--- config.mk ---
export PLATFORM = sky130hd
export DESIGN_NAME = dmem_port_arbiter
export DESIGN_NICKNAME = d
export VERILOG_FILES = /design/src/rtl/dmem_arb_pkg.sv /design/src/rtl/dmem_starve_counter.sv /design/src/rtl/dmem_port_arbiter.sv
export SDC_FILE = /design/constraint.sdc
export NUM_CORES = 1
export LEC_CHECK = 0
export CAP_MARGIN = 15
export CORE_AREA = 2 2 115 117
export CTS_BUF_LIST = sky130_fd_sc_hd__clkbuf_16
export DETAILED_ROUTE_END_ITERATION = 7
export DIE_AREA = 0 0 117 119
export PLACE_DENSITY_LB_ADDON = 0.05
export SLEW_MARGIN = 20
export SYNTH_ARGS = -nofsm -noshare
export SYNTH_HDL_FRONTEND = slang
export SYNTH_SLANG_ARGS = --single-unit
--- constraint.sdc ---
create_clock -name clk -period 1.6 [get_ports clk]
set_input_delay 0.16 -clock clk [delete_from_list [all_inputs] [get_ports clk]]
set_output_delay 0.16 -clock clk [all_outputs]
set_load 0.02 [all_outputs]
--- src/rtl/dmem_arb_pkg.sv ---
// Shared types and defaults for the data-memory port arbiter.
package dmem_arb_pkg;

  typedef enum logic [0:0] {
    NORM = 1'b0,
    LOCK = 1'b1
  } arb_state_e;

  localparam int unsigned MEM_DEPTH_DEFAULT  = 1024;
  localparam int unsigned STARVE_MAX_DEFAULT = 4;

endpackage

--- src/rtl/dmem_starve_counter.sv ---
// Saturating count of consecutive cycles the debug port was refused; at_max forces its grant.
module dmem_starve_counter #(
  parameter int unsigned MAX_CNT = 4,
  parameter int unsigned CNT_W   = $clog2(MAX_CNT + 1)
) (
  input  logic clk,
  input  logic rst,
  input  logic clr,
  input  logic inc,
  output logic at_max
);

  localparam logic [CNT_W-1:0] MaxVal = CNT_W'(MAX_CNT);

  logic [CNT_W-1:0] cnt_q, cnt_d;

  always_comb begin
    cnt_d = cnt_q;
    if (clr) begin
      cnt_d = '0;
    end else if (inc && (cnt_q != MaxVal)) begin
      cnt_d = cnt_q + CNT_W'(1);
    end
  end

  always_ff @(posedge clk or posedge rst) begin
    if (rst) begin
      cnt_q <= '0;
    end else begin
      cnt_q <= cnt_d;
    end
  end

  assign at_max = (cnt_q == MaxVal);

endmodule

--- src/rtl/dmem_port_arbiter.sv ---
// Arbitrates the single-port data memory between the MEM stage (priority) and the debug/loader
// port, with starvation relief, exclusive lock mode and an out-of-range address guard.
module dmem_port_arbiter
  import dmem_arb_pkg::*;
#(
  parameter int unsigned DATA_W     = 32,
  parameter int unsigned ADDR_W     = 32,
  parameter int unsigned MEM_DEPTH  = MEM_DEPTH_DEFAULT,
  parameter int unsigned STARVE_MAX = STARVE_MAX_DEFAULT
) (
  input  logic              clk,
  input  logic              rst,
  input  logic              cpu_req,
  input  logic              cpu_we,
  input  logic [ADDR_W-1:0] cpu_addr,
  input  logic [DATA_W-1:0] cpu_wdata,
  output logic [DATA_W-1:0] cpu_rdata,
  output logic              cpu_stall,
  input  logic              dbg_req,
  input  logic              dbg_we,
  input  logic [ADDR_W-1:0] dbg_addr,
  input  logic [DATA_W-1:0] dbg_wdata,
  input  logic              dbg_lock,
  output logic              dbg_gnt,
  output logic              dbg_rvalid,
  output logic [DATA_W-1:0] dbg_rdata,
  output logic              dbg_err,
  output logic              mem_we,
  output logic [ADDR_W-1:0] mem_addr,
  output logic [DATA_W-1:0] mem_wdata,
  input  logic [DATA_W-1:0] mem_rdata
);

  localparam logic [ADDR_W-1:0] DepthA = ADDR_W'(MEM_DEPTH);

  arb_state_e state_q, state_d;
  logic       starve_max;
  logic       cpu_in_range, dbg_in_range;
  logic       cpu_go;

  logic              rvalid_q, err_q;
  logic [DATA_W-1:0] rdata_q;

  always_ff @(posedge clk or posedge rst) begin
    if (rst) begin
      state_q <= NORM;
    end else begin
      state_q <= state_d;
    end
  end

  // The cycle lock first rises is still arbitrated as NORM; the switch takes effect next edge.
  always_comb begin
    state_d = state_q;
    unique case (state_q)
      NORM:    if (dbg_lock) state_d = LOCK;
      LOCK:    if (!dbg_lock) state_d = NORM;
      default: state_d = NORM;
    endcase
  end

  always_comb begin
    dbg_gnt   = dbg_req & ((state_q == LOCK) | ~cpu_req | starve_max);
    cpu_stall = cpu_req & ((state_q == LOCK) | dbg_gnt);
    cpu_go    = cpu_req & ~cpu_stall;
  end

  dmem_starve_counter #(
    .MAX_CNT(STARVE_MAX)
  ) u_starve (
    .clk   (clk),
    .rst   (rst),
    .clr   (dbg_gnt | ~dbg_req),
    .inc   (dbg_req & cpu_req & ~dbg_gnt),
    .at_max(starve_max)
  );

  assign cpu_in_range = (cpu_addr < DepthA);
  assign dbg_in_range = (dbg_addr < DepthA);

  // CPU owns the address bus whenever the debug port is not granted.
  always_comb begin
    if (dbg_gnt) begin
      mem_addr  = dbg_addr;
      mem_wdata = dbg_wdata;
      mem_we    = dbg_we & dbg_in_range;
    end else begin
      mem_addr  = cpu_addr;
      mem_wdata = cpu_wdata;
      mem_we    = cpu_go & cpu_we & cpu_in_range;
    end
  end

  assign cpu_rdata = cpu_in_range ? mem_rdata : '0;

  always_ff @(posedge clk or posedge rst) begin
    if (rst) begin
      rvalid_q <= 1'b0;
      err_q    <= 1'b0;
      rdata_q  <= '0;
    end else begin
      rvalid_q <= dbg_gnt & ~dbg_we;
      err_q    <= dbg_gnt & ~dbg_in_range;
      if (dbg_gnt && !dbg_we) begin
        rdata_q <= dbg_in_range ? mem_rdata : '0;
      end
    end
  end

  assign dbg_rvalid = rvalid_q;
  assign dbg_rdata  = rdata_q;
  assign dbg_err    = err_q;

endmodule

# Yosys cells after proc, flatten, opt, wreduce, memory -nomap -nowiden
# Index checks and enable logic that the tools add are counted.
[word_totals] register_bits=38 in_bits=167 word_cells=42
[classes] n_addsub=1 order_cmp=2 n_eq_ne=2 n_mux=8 bitwise=20 n_reduce_logical=4
[ops] operator="$mux W32" count=4
[ops] operator="$lt A32 B11 Y1 const B" count=2
[ops] operator="$and A1 B1 Y1" count=10
[ops] operator="$mux W3" count=2
[ops] operator="$not A1 Y1" count=6
[ops] operator="$or A1 B1 Y1" count=4
[ops] operator="$add A3 B1 Y3 const B" count=1
[ops] operator="$eq A3 B3 Y1 const B" count=1
[ops] operator="$ne A3 B3 Y1 const B" count=1
[ops] operator="$logic_and A1 B1 Y1" count=2
[ops] operator="$mux W1" count=2
[ops] operator="$reduce_bool A2 Y1" count=1
[ops] operator="$logic_not A1 Y1" count=1

# Longest topological paths before layout
[logic_depth] depth_word=11 depth_mapped=9 ltp_nobuf=7

# Cells and area by module
# Synthesis repeated with hierarchy kept, for this count alone.
[hier_totals] cells_unflattened=439 hier_area_um2=3072.9
[by_module_without_submodules] module="dmem_port_arbiter" n_inst=1 cells_per_inst=420 area_each_um2=2871.5 seq_area_each_um2=875.8
[by_module_without_submodules] module="dmem_starve_counter" n_inst=1 cells_per_inst=19 area_each_um2=201.4 seq_area_each_um2=75.1

# Worst setup path before layout
# Ideal clock, no wire load.
[synth_timing] kind="flip-flop to output port" startpoint="register u_starve.cnt_q[0]" endpoint="output port mem_addr[22]" arrival_time_ps=1607 setup_slack_ps=-167 path_stages_with_launch=9 path_buffers=1 cell_sequence="dfrtp_1 inv_1 ha_1 nand2_1 a21bo_2 inv_1 clkbuf_1 nand2_1 nand2_1"
[synth_between] elab_chain_len=4
[synth_rtl] element="start: declaration" line_no="dmem_starve_counter.sv:15" rtl="logic [CNT_W-1:0] cnt_q, cnt_d;"
[synth_rtl] element="start signal: assignment" line_no="dmem_starve_counter.sv:30" rtl="cnt_q <= cnt_d;"
[synth_rtl] element="$eq A3 B3 Y1" line_no="dmem_starve_counter.sv:34" rtl="assign at_max = (cnt_q == MaxVal);"
[synth_rtl] element="$or A1 B1 Y1" line_no="dmem_port_arbiter.sv:63" rtl="dbg_gnt = dbg_req & ((state_q == LOCK) | ~cpu_req | starve_max);"
[synth_rtl] element="$and A1 B1 Y1" line_no="dmem_port_arbiter.sv:63"
[synth_rtl] element="named net dbg_gnt" line_no="dmem_port_arbiter.sv:24" rtl="output logic dbg_gnt,"
[synth_rtl] element="$mux W32" line_no="dmem_port_arbiter.sv:83" rtl="if (dbg_gnt) begin"
[synth_rtl] element="end: declaration" line_no="dmem_port_arbiter.sv:29" rtl="output logic [ADDR_W-1:0] mem_addr,"
# The timed path passes the listed nets, and every way through them passes these cells.

# Worst setup path in the final report
[layout_timing] startpoint="register u_starve.cnt_q[0]" endpoint="output port mem_addr[22]"
[layout_between] elab_chain_len=4
[layout_rtl] element="$eq A3 B3 Y1" line_no="dmem_starve_counter.sv:34"
[layout_rtl] element="$or A1 B1 Y1" line_no="dmem_port_arbiter.sv:63"
[layout_rtl] element="$and A1 B1 Y1" line_no="dmem_port_arbiter.sv:63"
[layout_rtl] element="$mux W32" line_no="dmem_port_arbiter.sv:83"
# Every way passes these cells.

==> impl_metrics.csv <==
group,metric,value,unit
critical_path,path_delay_family,"buffers and inverters",
run_status,failing_checks,"setup timing",
route,drt-initial-drc-count,188,
cts,cts.root.buffer_cell,"sky130_fd_sc_hd__clkbuf_16",
yosys,synth_top_area_share,31.7,%
critical_path,cpMostUsedCell,"sky130_fd_sc_hd__nand2_4",
critical_path,crit_path_top_delay_cell,"sky130_fd_sc_hd__dfrtp_1",
route,postRouteWirelength,16800,µm
cts,cts.sinks,38,
yosys,number_of_enable_flip_flop_cells_after_synthesis,0,
cts,tritoncts,"done",
critical_path,critPathCaptureType,"output pin",
power_and_ir_drop,power.density,452,nW/µm²
run_status,outcome,"finished with violations",
yosys,postSynth.asyncResetShare,100,%
power_and_ir_drop,power_switching,1.15,mW
critical_path,timing.critical_path.required,1440,ps
floorplanning,core_region_area,12900,µm²
yosys,synth_common_cells,"sky130_fd_sc_hd__nand2_1 (193), sky130_fd_sc_hd__dfrtp_1 (38), sky130_fd_sc_hd__nand3_1 (35)",
yosys,synth-main-ff-cell,"sky130_fd_sc_hd__dfrtp_1",
cts,max-clock-path-buffers,2,
layout,fillerInstances,1133,
power_and_ir_drop,sequentialPowerShare,27.0,%
yosys,postSynthRegisterBits,38,
sta,worst_clock_skew,3.94,ps
yosys,seq_area_frac_synth,31.7,%
sta,setup_viol,130,
job,maxCapViolCount,0,
route,post_drt_wl_per_cell,17.8,µm
yosys,netlist-cell-type-count,33,
power_and_ir_drop,cellInternalPower,2.44,mW
power_and_ir_drop,irDropWorstVdd,0.295,mV
critical_path,slowest_stage_delay_cp,390,ps
global_routing,grt_first_pass_wirelength,23900,µm
global_routing,globalRoute.totalOverflow,0,
yosys,mappedNetlistArea,3000,µm²
global_routing,number_of_antenna_violations_at_the_first_check_in_global_routing,1,
power_and_ir_drop,power.static_leakage,3.54,nW
yosys,muxShareOfSynthArea,0.334,%
layout,layout_net_count,940,
sta,timing.final.crit_period,1960,ps
sta,finalHoldViolCount,0,
yosys,synth.largest_area_cell,"sky130_fd_sc_hd__dfrtp_1",
worst_hold_path,worstHoldPathType,"primary input to async pin",
placement,place_ws,-998,ps
yosys,synth_compound_gate_area_share,14.5,%
sta,max_clock_freq,510,MHz
route,antenna_violating_nets_post_route,0,
power_and_ir_drop,clockPowerShare,24.8,%
cts,number_of_levels_the_h_tree_was_split_into,2,
cts,clk_pin_slew,60,ps
route,dr.pass1.iters,4,
floorplanning,floorplan.die.width,117,µm
layout,syn2layout_area_growth,165,%
yosys,synth.avg_cell_area,6.88,µm²
placement,port_buffers,299,
floorplanning,fp.dieArea,13900,µm²
floorplanning,chipHeight,119,µm
yosys,synth-adder-area-share,0.835,%
critical_path,cp.buffers_inverters,4,
layout,post_route_cells_drive_above_1_share,48.3,%
sta,timing.final.max_slew_violations,0,
critical_path,startpoint_to_endpoint_class_of_the_critical_path,"flip-flop to output pin",
sta,postLayoutSetupSlackWorst,-360,ps
sta,timing.setup.tns,-31230,ps
power_and_ir_drop,power_frac_comb,48.2,%
yosys,post_synth_xor_area_fraction,0,%
floorplanning,initial_core_util,23.3,%
cts,worstSkewPairLatency,270,ps
floorplanning,top_level_ports,300,
placement,gp_congestion,0.806,
global_routing,grt_max_degree,66,
critical_path,timing.critical_path.fanout_max,9,
power_and_ir_drop,netSwitchingFraction,32.1,%
route,avgViaCountPerCell,4.62,
sta,tightestPinTransition,1010,ps
sta,rsz0062_at_grt,"yes",
critical_path,critical_path.cell_chain,"inv_2 -> ha_4 -> nand2_4 -> a21bo_4 -> buf_12 -> clkbuf_16 -> nand2_4 -> nand2_2 -> buf_6",
yosys,synth_simple_gate_area_share,42.5,%
yosys,synth_top_family_by_area,"simple AND/OR/NAND/NOR gates",
placement,dp.final_hpwl,11100,µm
yosys,mappedNetlistNets,605,
route,post-route-drc-count,0,
sta,fin_crit_sh,122,%
floorplanning,num_rows,42,
sta,maxSlewHeadroom,32.5,%
global_routing,grt_usage,22.4,%
cts,cts_buffers,5,
yosys,synth.yosys.warnings,0,
yosys,cell_with_the_most_instances_after_synthesis,"sky130_fd_sc_hd__nand2_1",
yosys,synth_top_cells_by_area,"sky130_fd_sc_hd__dfrtp_1 (32%), sky130_fd_sc_hd__nand2_1 (24%), sky130_fd_sc_hd__o31ai_1 (8.0%), sky130_fd_sc_hd__and2_1 (6.7%), sky130_fd_sc_hd__nand3_1 (5.8%)",
global_routing,grt_pass1_vias,4364,
yosys,netlist_instances,436,
critical_path,critPathLaunchType,"flip-flop",
critical_path,cp_data_arrival_time,1800,ps
route,route.vias.total,4376,
-- final cells by class --
class	instances	area, µm²	area share [%]
antenna	1	2.50	0.0315
clock buffer	5	125	1.58
clock inverter	1	3.75	0.0473
inverter	6	30.0	0.378
multi-input combinational	354	2580	32.5
sequential	38	951	12.0
tap	176	220	2.77
timing repair buffer	366	4030	50.7
-- cells by family (layout without fill, tap and decap cells) --
group	Yosys count	count (layout)
multiplexers	1	1
flip-flops	38	38
buffers and inverters	44	378
other	0	1
AO/OA/AOI/OAI	68	68
AND/OR/NAND/NOR	283	283
adder cells (fa/ha/maj)	2	2
-- per-layer routing --
layer	GRT usage, %	up-vias	routed length [µm]
met4	4.63	0	193
met2	39.4	173	8800
met1	27.5	2063	6550
li1	-	2130	-
met3	5.70	10	1270
met5	0	-	0
-- sequential cells by signal, summed over array words and instances, names as in the netlist --
| signal | flops |
|---|---|
| state_q | 1 |
| dbg_err | 1 |
| dbg_rdata | 32 |
| dbg_rvalid | 1 |
| u_starve.cnt_q | 3 |
-- stage by stage --
step | power [mW] | cell area (µm²) | utilization (%) | hold WS [ps] | std cells
global route | 3.77 | 7940 | 61.7 | 234 | 946
detailed placement | 2.36 | 6360 | 49.4 | 496 | 907
finish | 3.59 | 7940 | 61.7 | 200 | 947
floorplan | 1.52 | 3120 | - | 191 | 436
global placement | 2.36 | 6360 | 49.4 | 491 | 907
CTS | 3.41 | 7220 | 56.1 | 206 | 941
-- timing repair --
action	in CTS	in global routing
gates resized for setup	724	203
setup buffers	18	8
gates cloned	12	6
hold buffers	0	0
setup endpoints to repair	131	131
pin swaps	39	68
-- final timing paths --
kind / to / slack (ps) / depth (start not counted) / from
max: mem_addr[22] / -360 / 9 / u_starve.cnt_q[0]$_DFFE_PP0P_
max reg2reg: dbg_rdata[13]$_DFFE_PP0P_ / -330 / 10 / u_starve.cnt_q[0]$_DFFE_PP0P_
min in group clk: state_q$_DFF_PP0_ / 350 / 1 / dbg_lock
min: dbg_rdata[12]$_DFFE_PP0P_ / 200 / 2 / rst
max in group asynchronous: dbg_rdata[7]$_DFFE_PP0P_ / 930 / 3 / rst
min reg2reg: dbg_rdata[0]$_DFFE_PP0P_ / 490 / 2 / dbg_rdata[0]$_DFFE_PP0P_
-- power groups by stage --
stage / Clock, mW / Sequential, mW / Combinational, mW
finish: 0.890 / 0.970 / 1.73
floorplan: 0 / 0.990 / 0.529
CTS: 0.925 / 0.970 / 1.52
global placement: 0 / 0.986 / 1.38
detailed placement: 0 / 0.986 / 1.38
global route: 0.973 / 0.970 / 1.83
-- layout by cell type, fill, tap and decap left out, types with 2 or more instances in the layout --
cell	synthesis	final
sky130_fd_sc_hd__and2_4	0	32
sky130_fd_sc_hd__buf_12	0	10
sky130_fd_sc_hd__buf_16	0	10
sky130_fd_sc_hd__buf_2	6	10
sky130_fd_sc_hd__buf_4	0	38
sky130_fd_sc_hd__buf_6	6	103
sky130_fd_sc_hd__buf_8	0	4
sky130_fd_sc_hd__clkbuf_16	0	11
sky130_fd_sc_hd__clkbuf_2	3	4
sky130_fd_sc_hd__clkdlybuf4s50_1	0	173
sky130_fd_sc_hd__dfrtp_1	38	38
sky130_fd_sc_hd__dlygate4sd2_1	0	6
sky130_fd_sc_hd__inv_1	6	2
sky130_fd_sc_hd__inv_2	0	3
sky130_fd_sc_hd__nand2_1	193	101
sky130_fd_sc_hd__nand2_2	0	68
sky130_fd_sc_hd__nand2_4	0	24
sky130_fd_sc_hd__nand3_1	35	33
sky130_fd_sc_hd__nor2_1	3	3
sky130_fd_sc_hd__nor4_2	1	6
sky130_fd_sc_hd__nor4_4	0	4
sky130_fd_sc_hd__o21ai_0	32	5
sky130_fd_sc_hd__o21ai_1	0	12
sky130_fd_sc_hd__o21ai_2	0	7
sky130_fd_sc_hd__o21ai_4	0	8
sky130_fd_sc_hd__o31ai_1	32	15
sky130_fd_sc_hd__o31ai_2	0	9
sky130_fd_sc_hd__o31ai_4	0	8
No activity file was read; power rests on OpenSTA's default activity.
